`src/rtl/memory_access_unit.sv`:
```
// Memory access unit: sequences loads, doubleword stores and read-modify-write
// partial stores (sb/sh/sw) against a fixed-latency memory, and exposes the
// memory data register (mdr) to the load extender.
module memory_access_unit #(
    parameter int unsigned READ_LATENCY = 1
) (
    input  logic        clk,
    input  logic        reset_n,
    input  logic        start,
    input  logic [31:0] instr,
    input  logic [63:0] addr,
    input  logic [63:0] store_data,
    input  logic [63:0] mem_rdata,
    output logic [63:0] mem_addr,
    output logic [63:0] mem_wdata,
    output logic        mem_wr,
    output logic [63:0] mdr,
    output logic        busy,
    output logic        done,
    output logic        err
);

    typedef enum logic [1:0] {
        ST_IDLE    = 2'd0,
        ST_RD_WAIT = 2'd1,
        ST_WRITE   = 2'd2,
        ST_DONE    = 2'd3
    } state_e;

    typedef enum logic [1:0] {
        OP_LOAD   = 2'd0,
        OP_PSTORE = 2'd1,
        OP_SD     = 2'd2,
        OP_BAD    = 2'd3
    } op_e;

    // Counter preset so that RD_WAIT spans exactly READ_LATENCY cycles.
    localparam logic [3:0] WAIT_INIT = 4'(READ_LATENCY - 1);

    // Classify an instruction into the four operation kinds this unit knows.
    function automatic op_e decode_op(input logic [31:0] ins);
        op_e res;
        res = OP_BAD;
        case (ins[6:0])
            7'd3: begin
                if (ins[14:12] != 3'd7) begin
                    res = OP_LOAD;
                end else begin
                    res = OP_BAD;
                end
            end
            7'd35: begin
                case (ins[14:12])
                    3'd0, 3'd1, 3'd2: res = OP_PSTORE;
                    3'd3:             res = OP_SD;
                    default:          res = OP_BAD;
                endcase
            end
            default: res = OP_BAD;
        endcase
        return res;
    endfunction

    // Overlay the low byte/half/word of the store data on the read doubleword.
    function automatic logic [63:0] merge_store(input logic [63:0] rd,
                                                input logic [63:0] sd,
                                                input logic [2:0]  f3);
        logic [63:0] res;
        case (f3)
            3'd0:    res = {rd[63:8],  sd[7:0]};
            3'd1:    res = {rd[63:16], sd[15:0]};
            3'd2:    res = {rd[63:32], sd[31:0]};
            default: res = rd;
        endcase
        return res;
    endfunction

    state_e      state_q;
    op_e         op_q;
    logic [2:0]  funct3_q;
    logic [63:0] addr_q;
    logic [63:0] store_q;
    logic [3:0]  wait_q;
    logic [63:0] mdr_q;
    logic [63:0] mem_wdata_q;
    logic        mem_wr_q;
    logic        busy_q;
    logic        done_q;
    logic        err_q;

    op_e         op_in_d;
    logic [63:0] merge_d;
    logic [3:0]  wait_d;
    logic        unused_instr_s;

    // Opcode/funct3 are the only instruction fields this unit looks at.
    assign unused_instr_s = ^{instr[31:15], instr[11:7]};

    // Decode the incoming request and precompute merge / counter next values.
    always_comb begin
        op_in_d = decode_op(instr);
        merge_d = merge_store(mem_rdata, store_q, funct3_q);
        wait_d  = wait_q - 4'd1;
    end

    // Main sequencer: state, captured request and all registered outputs.
    always_ff @(posedge clk or negedge reset_n) begin
        if (!reset_n) begin
            state_q     <= ST_IDLE;
            op_q        <= OP_LOAD;
            funct3_q    <= 3'd0;
            addr_q      <= 64'd0;
            store_q     <= 64'd0;
            wait_q      <= 4'd0;
            mdr_q       <= 64'd0;
            mem_wdata_q <= 64'd0;
            mem_wr_q    <= 1'b0;
            busy_q      <= 1'b0;
            done_q      <= 1'b0;
            err_q       <= 1'b0;
        end else begin
            case (state_q)
                ST_IDLE: begin
                    done_q   <= 1'b0;
                    err_q    <= 1'b0;
                    mem_wr_q <= 1'b0;
                    if (start) begin
                        op_q     <= op_in_d;
                        funct3_q <= instr[14:12];
                        addr_q   <= addr;
                        store_q  <= store_data;
                        busy_q   <= 1'b1;
                        case (op_in_d)
                            OP_LOAD, OP_PSTORE: begin
                                state_q     <= ST_RD_WAIT;
                                wait_q      <= WAIT_INIT;
                                mem_wdata_q <= mdr_q;
                            end
                            OP_SD: begin
                                state_q     <= ST_WRITE;
                                mem_wr_q    <= 1'b1;
                                mem_wdata_q <= store_data;
                            end
                            default: begin
                                // Unsupported: report straight away, never write.
                                state_q     <= ST_DONE;
                                done_q      <= 1'b1;
                                err_q       <= 1'b1;
                                mem_wdata_q <= mdr_q;
                            end
                        endcase
                    end else begin
                        busy_q <= 1'b0;
                    end
                end
                ST_RD_WAIT: begin
                    if (wait_q == 4'd0) begin
                        mdr_q <= mem_rdata;
                        if (op_q == OP_PSTORE) begin
                            state_q     <= ST_WRITE;
                            mem_wr_q    <= 1'b1;
                            mem_wdata_q <= merge_d;
                        end else begin
                            state_q     <= ST_DONE;
                            done_q      <= 1'b1;
                            mem_wdata_q <= mem_rdata;
                        end
                    end else begin
                        wait_q <= wait_d;
                    end
                end
                ST_WRITE: begin
                    state_q  <= ST_DONE;
                    mem_wr_q <= 1'b0;
                    done_q   <= 1'b1;
                end
                ST_DONE: begin
                    // Any start seen here is dropped; IDLE samples it next cycle.
                    state_q <= ST_IDLE;
                    done_q  <= 1'b0;
                    err_q   <= 1'b0;
                    busy_q  <= 1'b0;
                end
                default: begin
                    state_q  <= ST_IDLE;
                    mem_wr_q <= 1'b0;
                    done_q   <= 1'b0;
                    err_q    <= 1'b0;
                    busy_q   <= 1'b0;
                end
            endcase
        end
    end

    assign mem_addr  = addr_q;
    assign mem_wdata = mem_wdata_q;
    assign mem_wr    = mem_wr_q;
    assign mdr       = mdr_q;
    assign busy      = busy_q;
    assign done      = done_q;
    assign err       = err_q;

endmodule

```
`config.mk`:
```
export PLATFORM = sky130hd
export DESIGN_NAME = memory_access_unit
export DESIGN_NICKNAME = d
export VERILOG_FILES = /design/src/rtl/memory_access_unit.sv
export SDC_FILE = /design/constraint.sdc
export NUM_CORES = 1
export LEC_CHECK = 0
export CAP_MARGIN = 20
export CORE_ASPECT_RATIO = 0.7
export CORE_UTILIZATION = 35
export CTS_CLUSTER_SIZE = 24
export DETAILED_ROUTE_END_ITERATION = 7
export PLACE_DENSITY = 0.67
export SKIP_CTS_REPAIR_TIMING = 1
export SYNTH_ARGS = -nofsm -noshare
export SYNTH_HDL_FRONTEND = slang
export SYNTH_SLANG_ARGS = --single-unit
```
`constraint.sdc`:
```
create_clock -name clk -period 5.77 [get_ports clk]
set_input_delay 0.8655 -clock clk [delete_from_list [all_inputs] [get_ports clk]]
set_output_delay 0.8655 -clock clk [all_outputs]
set_load 0.02 [all_outputs]
```
=== After elaboration in Yosys (flattened, before gate mapping) ===
Cells that the tools add are included.

* Flip-flop bits (word level): 239
* Logic and storage cells: 82

* $add $sub $neg: 1
* Eq/ne operators: 20
* Mux-type cells: 31
* Reductions and logical operators: 18

{| class="wikitable"
|+ Operator list
! cell !! count
|-
| $mux 64 || 3
|-
| $pmux 64 s2 || 1
|-
| $pmux 32 s3 || 1
|-
| $mux 32 || 1
|-
| $mux 4 || 3
|-
| $pmux 2 s2 || 3
|-
| $mux 1 || 10
|-
| $ne 2x2->1 const B || 5
|-
| $eq 3x2->1 const B || 3
|-
| $pmux 2 s4 || 1
|-
| $pmux 4 s2 || 1
|-
| $reduce_and 2->1 || 4
|-
| $eq 7x2->1 const B || 1
|-
| $eq 7x6->1 const B || 1
|-
| $eq 2x1->1 const B || 3
|-
| $eq 2x2->1 const B || 3
|-
| $eq 3x1->1 const B || 2
|-
| $logic_not 3->1 || 2
|-
| $mux 2 || 3
|-
| $reduce_and 3->1 || 2
|-
| $reduce_or 3->1 || 2
|-
| $logic_not 2->1 || 2
|-
| $logic_not 4->1 || 1
|-
| $pmux 1 s2 || 2
|-
| other kinds (9) || 10
|}

=== Logic depth before layout (Yosys ltp) ===
Gate-level depths: netlist of run 1.

* Depth after elaboration: 9
* Mapped depth: 9
* Depth with buffers taken out: 6

=== Worst setup path before layout of run 1 ===
OpenSTA, ideal clock, no wires.

* Path kind: input-to-reg
* Start: input port instr[4]
* End: register mem_wdata_q[26] (netlist: mem_wdata[26])
* Library setup time: 0.142 ns
* Arrival: 1.976 ns
* Required time: 5.628 ns
* Slack: 3.652 ns
* Stages: 6
* Path buffers: 2
* Cell sequence: and4bb_2 > nand3_1 > buf_2 > buf_2 > mux2i_1 > o221ai_1

* Longest elaborated chain between the ends: 6

{| class="wikitable"
|+ RTL lines
! what !! RTL line !! RTL
|-
| from (decl) || 10 || <nowiki>input logic [31:0] instr,</nowiki>
|-
| $eq 7x6->1 or $eq 7x2->1 (tied branches) || 44 || <nowiki>case (ins[6:0])</nowiki>
|-
| $pmux 2 s2 (*) || 44 ||
|-
| $eq 2x2->1 (*) || 133 || <nowiki>case (op_in_d)</nowiki>
|-
| $mux 64 (*) || 133 ||
|-
| $mux 64 (*) || 127 || <nowiki>if (start) begin</nowiki>
|-
| $pmux 64 s2 (*) || 122 || <nowiki>case (state_q)</nowiki>
|-
| to (signal assigned) || 137 || <nowiki>mem_wdata_q <= mdr_q;</nowiki>
|-
| to (signal assigned) || 142 || <nowiki>mem_wdata_q <= store_data;</nowiki>
|-
| to (signal assigned) || 149 || <nowiki>mem_wdata_q <= mdr_q;</nowiki>
|-
| to (decl) || 85 || <nowiki>logic [63:0] mem_wdata_q;</nowiki>
|}

Every way passes the cells marked *; elsewhere a longest branch is shown, timed or not. The select of a mux whose other input is x is not followed.
A chain may end at the register's enable or synchronous reset.

=== Worst setup path after layout of run 1 ===
* Start: register state_q[1]
* End: register mdr_q[3] (netlist: mdr[3])

* Longest elaborated chain between the ends: 2

{| class="wikitable"
|+ RTL lines
! what !! RTL line !! RTL
|-
| from (decl) || 78 || <nowiki>state_e state_q;</nowiki>
|-
| from (signal assigned) || 109 || <nowiki>state_q <= ST_IDLE;</nowiki>
|-
| from (signal assigned) || 135 || <nowiki>state_q <= ST_RD_WAIT;</nowiki>
|-
| from (signal assigned) || 140 || <nowiki>state_q <= ST_WRITE;</nowiki>
|-
| $eq 2x1->1 || 122 ||
|-
| $reduce_and 2->1 (no source line) || - ||
|-
| to (signal assigned) || 158 || <nowiki>mdr_q <= mem_rdata;</nowiki>
|-
| to (decl) || 84 || <nowiki>logic [63:0] mdr_q;</nowiki>
|}

Every way passes these cells.

==> results of run 1 <==
-- metrics by stage --
stage / worst slack [ns] / total power, µW / utilization [%] / hold WS, ns / cell area, µm²
6_report: 2.587 / 9542 / 53.36 / 0.3817 / 16030
5_1_grt: 2.319 / 10110 / 53.36 / 0.4268 / 16030
4_1_cts: 2.531 / 9646 / 53.36 / 0.4170 / 16030
3_5_place_dp: 2.126 / 7759 / 50.22 / 0.4762 / 15090
3_3_place_gp: 2.195 / 7672 / 50.22 / 0.4661 / 15090
2_1_floorplan: 3.652 / 5596 / - / 0.4558 / 10710
-- routing by layer --
layer  up-vias  GRT usage (%)
met4         2          4.493
met3        42          7.390
met1      4302          28.16
met5         -              0
li1       3898              -
met2       250          32.63
-- registers in the layout, summed over array words and instances (netlist names) --
signal,count
busy,1
done,1
err,1
funct3_q,3
mdr,64
mem_addr,64
mem_wdata,64
mem_wr,1
op_q,2
state_q,2
store_q,32
wait_q,4
-- cells by family (layout without fill, tap and decap cells) --
logic type	after synthesis	after routing	synth area share (%)
multiplexers	234	234	23.81
flip-flops	239	239	55.86
buffers and inverters	70	472	3.120
AO/OA/AOI/OAI	137	137	8.800
adder cells (fa/ha/maj)	6	6	0.7012
AND/OR/NAND/NOR	168	168	7.631
XOR/XNOR	1	1	0.08182
-- worst register-to-register path: cells and delay by family (launching register included) --
| family | cells | cell delay, ns |
|---|---|---|
| buffers and inverters | 3 | 1.20 |
| AND/OR/NAND/NOR | 1 | 0.58 |
| adder cells (fa/ha/maj) | 1 | 0.46 |
| flip-flops | 1 | 0.43 |
| multiplexers | 1 | 0.41 |
-- power breakdown --
group / switching (µW) / internal, µW
combinational: 2370 / 2310
clock: 717 / 1110
sequential: 504 / 2540
-- cells in the final DEF (no fill, tap or decap), drive strengths merged, types with 4 or more instances in the layout --
cell type	Yosys	final
a21oi	40	40
a221oi	8	8
a31oi	8	8
a41oi	11	11
buf	38	15
bufinv	0	5
clkbuf	22	31
clkdlybuf4s50	0	399
clkinv	0	9
dfrtp	239	239
ha	6	6
inv	10	11
mux2	165	165
mux2i	69	69
nand2	29	29
nand3	36	36
nand3b	9	9
nor2	57	57
nor2b	23	23
nor3	4	4
o21ai	5	5
o221ai	14	14
o22ai	32	32
-- area by class of cell --
cell class / instances / area share (%)
Sequential cell: 239 / 37.31
Multi-Input combinational cell: 546 / 27.69
Clock buffer: 31 / 4.426
Timing Repair Buffer: 414 / 25.66
Clock inverter: 17 / 1.460
Inverter: 10 / 0.2342
Tap cell: 412 / 3.216
-- final timing paths --
path / slack [ns] / endpoint
worst min-delay path: 0.38 / mdr[3]$_DFFE_PN0P_
worst min register to register: 0.49 / busy$_DFFE_PN0P_
min in group clk: 0.49 / busy$_DFFE_PN0P_
worst max register to register: 2.59 / mdr[3]$_DFFE_PN0P_
worst max-delay path: 2.59 / mdr[3]$_DFFE_PN0P_
max in group asynchronous: 4.00 / mem_addr[18]$_DFFE_PN0P_
-- synth_stat cells, types with 4 or more instances --
cell and number:
mux2_2 165, buf_6 5, dfrtp_1 239, a31oi_1 8
nor3_1 4, nor2_1 57, buf_2 23, o22ai_1 32
a221oi_1 8, nand2_1 28, a41oi_1 11, a21oi_1 40
o21ai_0 4, ha_1 6, nor2b_1 23, buf_1 9
clkbuf_1 21, o221ai_1 14, nand3b_1 9, nand3_1 36
mux2i_1 69, inv_1 10
==> impl_results.md, run 1 <==
- Status: completed
- Max incr delay on CP: 0.57 ns
- Ys async rst share: 100.0%
- Synth Warn #: 0
- GRT overflow: 0
- Via count: 8494
- ANT cells: 0
- Top Metal Used: met5
- First-pass GRT wire length: 51.23 mm
- Cell row count: 53
- Max-slew headroom: 30.78%
- Die Height: 148.3 µm
- Sequential area share after synthesis: 55.86%
- Post-route minimum period: 3.183 ns
- Deepest clock path buffer count: 3
- WL met3: 2.732 mm
- CP dominant cell by count: inv_1
- Layout cells sized above 1: 18.77%
- Post-Synthesis Mean Instance Area: 12.52 µm²
- Cell Chain, Critical Path: inv_1 -> ha_4 -> inv_1 -> nor2_4 -> buf_4 -> mux2_2
- Area grow syn2layout: 49.73%
- Worst-case reg-to-reg path depth: 6
- Yosys cell types: 50
- DRT iter0 DRCs: 476
- TritonCTS clock tree: yes
- Wirelength per Cell: 19.92 µm
- Initial antenna violation count: 1
- Synth area leaders: dfrtp_1, mux2_2, mux2i_1
- Critical path buffer and inverter count: 3
- Crit path depth: 6
- CTS buffer count: 26
- Worst Setup Start Kind: register
- Worst Tran Pin Value: 1.038 ns
- Max VDD drop: 0.0002921 V
- Mapped Area: 10710 µm²
- Share of the synthesized area in the top cell type: 55.86%
- Crit path launch: state_q[1]$_DFFE_PN0P_
- Max-slew violations: 0
- Sum Neg Setup Slack: 0 ns
- Die X: 211.0 µm
- CP delay by family, top: buffers and inverters
- Full die area: 31300 µm²
- I/O pins: 423
- Power Density: 595.3 nW/µm²
- Clock skew: 0.02042 ns
- Total wire length: 33.24 mm
- HP Class: in -> async
- Post-Layout Cell Count: 1669
- Vias in the first global route: 8748
- Vias/cell: 5.089
- CP endpoint kind: register
- Cells after Synth: 855
- Number of flops mapped to enable cells by yosys: 0
- Starting Density: 35.64%
- Reg clk slew, reported paths: 0.06 ns
- Multi-input gate area: 4439 µm²
- Cell accounting for the most synthesized area: dfrtp_1
- Nets: 1470
- Worst r2r src: state_q[1]$_DFFE_PN0P_
- Register bit count reported by yosys: 239
- Register area: 5981 µm²
- Fmax: 0.3141 GHz
- Post-route ant nets: 0
- Placeable Area: 30040 µm²
- Leakage power: 0.007006 µW
- Type of the worst setup path: reg -> reg
- Critical Path RT: 6.20 ns
- Routed length on met1: 14.73 mm
- Period Utilization, post-route: 55.17%
- Dpl cells: 1621
- Worst Path Arrival: 3.61 ns
- Final Hold Violating Endpoints: 0
- Crit path max fanout: 45
- GP Congestion: 0.7876
- All-Layer GR Usage: 20.99%
- Setup violations, final: 0
- CTS sink cnt: 239
- Ys flop type: dfrtp_1
- Unrepaired setup endpoints after global routing: false
- Max-cap violations: 0
- Root buffer cell: clkbuf_16
- CP max-delay cell: nor2_4
- Syn Nets: 1088
- Clk Latency, worst-skew pair: 0.55 ns
- Detail Placement HPWL: 22.45 mm
- TritonRoute pass-1 iters: 6
- H-Tree Depth: 1
- Routed wl met2: 15.24 mm
- I/O Buffers: 400
- # fillers: 2627
- Largest net degree at the start of global routing: 115
- DRC Markers: 0
Power figures use the tool's default switching activity.
==> inputs of run 2 (changes only) <==
==> constraint.sdc (replaced) <==
create_clock -name clk -period 3.3 [get_ports clk]
set_input_delay 0.495 -clock clk [delete_from_list [all_inputs] [get_ports clk]]
set_output_delay 0.495 -clock clk [all_outputs]
set_load 0.02 [all_outputs]
==> run 2 against run 1 <==
Against the previous run:
- register-to-register slack got worse by 1.8 ns
- first-iteration DRC count fell by 9.7%
- die area did not move
- total power rose by 73%
- final cell count rose by 0.36%
==> impl_results.md, run 2 (same netlist as run 1, synthesis figures left out) <==
- Status: completed (unchanged)
- Starting Density: 35.64% (unchanged)
- Clk Latency, worst-skew pair: 0.55 ns (about the same)
- Unrepaired setup endpoints after global routing: false (unchanged)
- Total wire length: 33.69 mm (was 33.24 mm)
- Fmax: 0.3940 GHz (was 0.3141 GHz)
- Wirelength per Cell: 20.11 µm (was 19.92 µm)
- GP Congestion: 0.7849 (was 0.7876)
- Vias in the first global route: 9141 (was 8748)
- All-Layer GR Usage: 21.55% (was 20.99%)
- Largest net degree at the start of global routing: 71 (was 115)
- Leakage power: 0.007052 µW (was 0.007006 µW)
- Root buffer cell: clkbuf_16 (unchanged)
- Util after Layout: 53.69% (was 53.36%)
- Hold EP: busy$_DFFE_PN0P_
- Worst Path Arrival: 2.95 ns (was 3.61 ns)
- # fillers: 2636 (was 2627)
- Vias/cell: 5.107 (was 5.089)
- Initial antenna violation count: 2 (was 1)
- Crit path max fanout: 12 (was 45)
- Placeable Area: 30040 µm² (unchanged)
- DRT iter0 DRCs: 430 (was 476)
- Reg2reg setup slack: 0.76 ns (was 2.59 ns)
- Grt met3 use: 7.432% (was 7.390%)
- H-Tree Depth: 1 (unchanged)
- TritonRoute pass-1 iters: 4 (was 6)
- Max VDD drop: 0.0005919 V (was 0.0002921 V)
- I/O Buffers: 400 (unchanged)
- Full die area: 31300 µm² (unchanged)
- Type of the worst setup path: reg -> reg (unchanged)
- Gr busiest metal: met2 (unchanged)
- Post-route minimum period: 2.538 ns (was 3.183 ns)
- HP Class: reg -> reg (was in -> async)
- Area grow syn2layout: 50.64% (was 49.73%)
- Die Height: 148.3 µm (unchanged)
- GR met1 Demand/Resource: 28.13% (was 28.16%)
- CP endpoint kind: register (unchanged)
- Power after layout: 16550 µW (was 9542 µW)
- Max-slew headroom: 30.70% (was 30.78%)
- Worst Tran Pin Value: 1.036 ns (was 1.038 ns)
- Register area: 5981 µm² (unchanged)
- Period Utilization, post-route: 76.92% (was 55.17%)
- Worst R2R End: mdr[11]$_DFFE_PN0P_ (was mdr[3]$_DFFE_PN0P_)
- Max-cap violations: 0 (unchanged)
- CTS buffer count: 26 (unchanged)
- Reg clk slew, reported paths: 0.06 ns (about the same)
- First-pass GRT wire length: 52.96 mm (was 51.23 mm)
- Via count: 8554 (was 8494)
- Met2 Use GR: 34.03% (was 32.63%)
- Hold path cells: 2
- Worst Setup Start Kind: register (unchanged)
- Critical Path RT: 3.71 ns (was 6.20 ns)
- Most frequent cells in the layout: clkdlybuf4s50_1, dfrtp_1, mux2_2 (unchanged)
- Layout cells sized above 1: 18.86% (was 18.77%)
- Hold path startpoint: busy$_DFFE_PN0P_
- Setup violations, final: 0 (unchanged)
- Detail Placement HPWL: 23.23 mm (was 22.45 mm)
- CTS sink cnt: 239 (unchanged)
- Worst hold slack: 0.4823 ns (was 0.3817 ns)
- Worst-case reg-to-reg path depth: 6 (unchanged)
- Post-route ant nets: 0 (unchanged)
- I/O pins: 423 (unchanged)
- GRT overflow: 0 (unchanged)
- Sum Neg Setup Slack: 0 ns (unchanged)
- Nets: 1479 (was 1470)
- TritonCTS clock tree: yes (unchanged)
- Final Hold Violating Endpoints: 0 (unchanged)
- Cell row count: 53 (unchanged)
- Worst r2r src: wait_q[0]$_DFFE_PN0P_ (was state_q[1]$_DFFE_PN0P_)
- Leading cell type in the layout, fill and taps excluded: clkdlybuf4s50_1 (unchanged)
- Multi-input gate area: 4439 µm² (unchanged)
- Die X: 211.0 µm (unchanged)
- Deepest clock path buffer count: 3 (unchanged)
- DRC Markers: 0 (unchanged)
- Max-slew violations: 0 (unchanged)
- Power Density: 1026 nW/µm² (was 595.3 nW/µm²)
- Clock skew: 0.02806 ns (was 0.02042 ns)
==> run 2: cell count changes in the layout (fill, tap and decap cells not counted) <==
cell	change
diode_2	+1
inv_6	-1
clkbuf_8	-1
buf_12	+9
clkbuf_1	+2
clkinvlp_4	-1
buf_4	-1
bufinv_16	-2
dlygate4sd3_1	+1
clkinv_2	-1
==> run 2: critical path, stage by stage (launching register included) <==
cell and delay (ns):
dfrtp_1 0.39, inv_1 0.10, ha_1 0.23, or3b_1 0.51, nor2_4 0.50, buf_4 0.33
mux2_2 0.36
==> run 2: where the power goes <==
| part | total [µW] | switching, µW | internal, µW | leakage (µW) |
|---|---|---|---|---|
| Sequential | 5340 | 904 | 4440 | 0.00286 |
| Combinational | 8250 | 4150 | 4090 | 0.00377 |
| Clock | 2960 | 1220 | 1740 | 0.000423 |
| Total | 16500 | 6280 | 10300 | 0.00705 |
==> run 2: per-layer routing <==
metal	vias to the layer above	wire [µm]
li1	3907	-
met1	4298	14560
met2	290	15540
met3	57	2694
met4	2	885
met5	-	11
==> run 2: worst max path at each step <==
| stage | slack [ns] | endpoint | cells after the start | startpoint |
|---|---|---|---|---|
| after floorplan | 1.25 | mdr[14]$_DFFE_PN0P_ | 8 | wait_q[0]$_DFFE_PN0P_ |
| after global placement | 0.74 | mem_wdata[55]$_DFFE_PN0P_ | 6 | start |
| after detailed placement | 0.72 | mem_wdata[25]$_DFFE_PN0P_ | 6 | start |
| after CTS | 0.76 | mdr[10]$_DFFE_PN0P_ | 6 | wait_q[0]$_DFFE_PN0P_ |
| after global routing | 0.61 | mem_wdata[58]$_DFFE_PN0P_ | 7 | state_q[0]$_DFFE_PN0P_ |
| final | 0.76 | mdr[11]$_DFFE_PN0P_ | 6 | wait_q[0]$_DFFE_PN0P_ |
==> run 2: cell type report <==
class | count | area share [%]
Multi-Input combinational cell | 546 | 27.53
Antenna cell | 1 | 0.01552
Timing Repair Buffer | 423 | 26.64
Sequential cell | 239 | 37.08
Tap cell | 412 | 3.196
Inverter | 10 | 0.2327
Clock inverter | 12 | 0.9465
Clock buffer | 32 | 4.360
==> run 2: stage by stage <==
stage | setup WS [ns] | cells | instance area (µm²)
global placement | 0.7429 | 1629 | 15260
detailed placement | 0.7197 | 1629 | 15260
CTS | 0.7574 | 1673 | 16120
global route | 0.6076 | 1675 | 16130
floorplan | 1.247 | 855 | 10710
finish | 0.7617 | 1675 | 16130
==> variant, RTL diff (settings of run 2) <==
The 4 values of `op_e` get a Gray code encoding in 2 bits.
--- a/src/rtl/memory_access_unit.sv
+++ b/src/rtl/memory_access_unit.sv
@@ -28,10 +28,10 @@
     } state_e;
 
     typedef enum logic [1:0] {
-        OP_LOAD   = 2'd0,
-        OP_PSTORE = 2'd1,
-        OP_SD     = 2'd2,
-        OP_BAD    = 2'd3
+        OP_LOAD   = 2'b00,
+        OP_PSTORE = 2'b01,
+        OP_SD     = 2'b11,
+        OP_BAD    = 2'b10
     } op_e;
 
     // Counter preset so that RD_WAIT spans exactly READ_LATENCY cycles.
Check against the original RTL: no difference found for any inputs over 4 cycles, from zero or initial values and one cycle with reset_n low; so few cycles prove little.
==> variant against run 2 <==
Area after synthesis up 1.6%; routed wire length up 5.0%; total power up 7.2%; first-iteration DRC count up 20%; clock power up 6%; synthesized cell count up 3.4%; critical path depth unchanged; combinational power up 11%; worst setup slack worse by 0.11 ns; final area up 1.0%; sequential cell count unchanged; critical path type unchanged; largest power group unchanged.
==> variant: results (changes against run 2) <==
.. list-table::
   :header-rows: 1

   * - Metric
     - Value
   * - XOR/XNOR Fraction of Synth Area
     - 0.000805 (-0.0000127)
   * - Cells after DPL
     - 1644 (+0.92%)
   * - Hold Path End
     - mem_wdata[0]$_DFFE_PN0P_
   * - Instance count of the mapped netlist
     - 884 (+3.4%)
   * - Average routed wire per standard cell
     - 20.9 um (+3.9%)
   * - Cell type of the slowest stage on the worst timing path
     - sky130_fd_sc_hd__a211o_4
   * - P_sw
     - 0.00692 W (+10%)
   * - Hold path startpoint
     - mem_wdata[0]$_DFFE_PN0P_
   * - Status
     - complete, no violations
   * - Adder and majority gate portion of the synthesized area
     - 0.00690 (-0.000109)
   * - Nets
     - 1494 (+1.0%)
   * - Final period utilization
     - 0.802 (+0.0325)
   * - Met1 wire length
     - 15.3 mm (+4.9%)
   * - Last weighted congestion value of the routability-driven placer
     - 0.787 (+0.24%)
   * - Share of the synthesized area in compound gates (AO/OA/AOI/OAI)
     - 0.123 (+0.0349)
   * - Crit path largest cell delay
     - 0.66 ns (+0.15 ns)
   * - Worst setup path endpoint
     - mem_wdata[19]$_DFFE_PN0P_
   * - Via count
     - 8874 (+3.7%)
   * - First-pass GRT wire length
     - 54.1 mm (+2.1%)
   * - Count of unique library cells instantiated by Yosys
     - 52 (+4.0%)
   * - P_clk
     - 0.00315 W (+6%)
   * - Cell area after placement
     - 15400 sq um (+0.63%)
   * - Worst reg2reg setup slack
     - 0.65 ns (-0.11 ns)
   * - Minimum hold slack
     - 0.489 ns (+0.00651 ns)
   * - Number of DRC violations after detailed-routing iteration 0
     - 518 (+20%)
   * - Pin count of the biggest net entering global routing
     - 103 (+45%)
   * - Total Power Consumption
     - 0.0177 W (+7.2%)
   * - Global routing usage summed across all routing layers
     - 0.220 (+0.00488)
   * - Fillcell total
     - 2625 (-0.42%)
   * - Leak pwr
     - 6.59 nW (-6.5%)
variant: cell count changes after synthesis, moves of 12 or more:
| cell | delta |
|---|---|
| sky130_fd_sc_hd__mux2i_1 | -31 |
| sky130_fd_sc_hd__nor3_1 | +37 |
| sky130_fd_sc_hd__o41ai_2 | +20 |
| sky130_fd_sc_hd__buf_2 | -13 |
| sky130_fd_sc_hd__o221ai_1 | -14 |
| sky130_fd_sc_hd__a31oi_1 | +12 |
| sky130_fd_sc_hd__nor2b_1 | -12 |
| sky130_fd_sc_hd__clkbuf_1 | +23 |
| sky130_fd_sc_hd__a211oi_1 | +21 |
variant: layout make-up:
type	instances	area [sq um]	area share
diodes	1	2.50	0.000154
clock buffers	38	777	0.0477
clock inverters	9	145	0.00891
inverters	20	75.1	0.00461
multi-input cells	555	4540	0.279
flip-flops and latches	239	5980	0.367
well taps	412	515	0.0316
repair buffers	419	4250	0.261
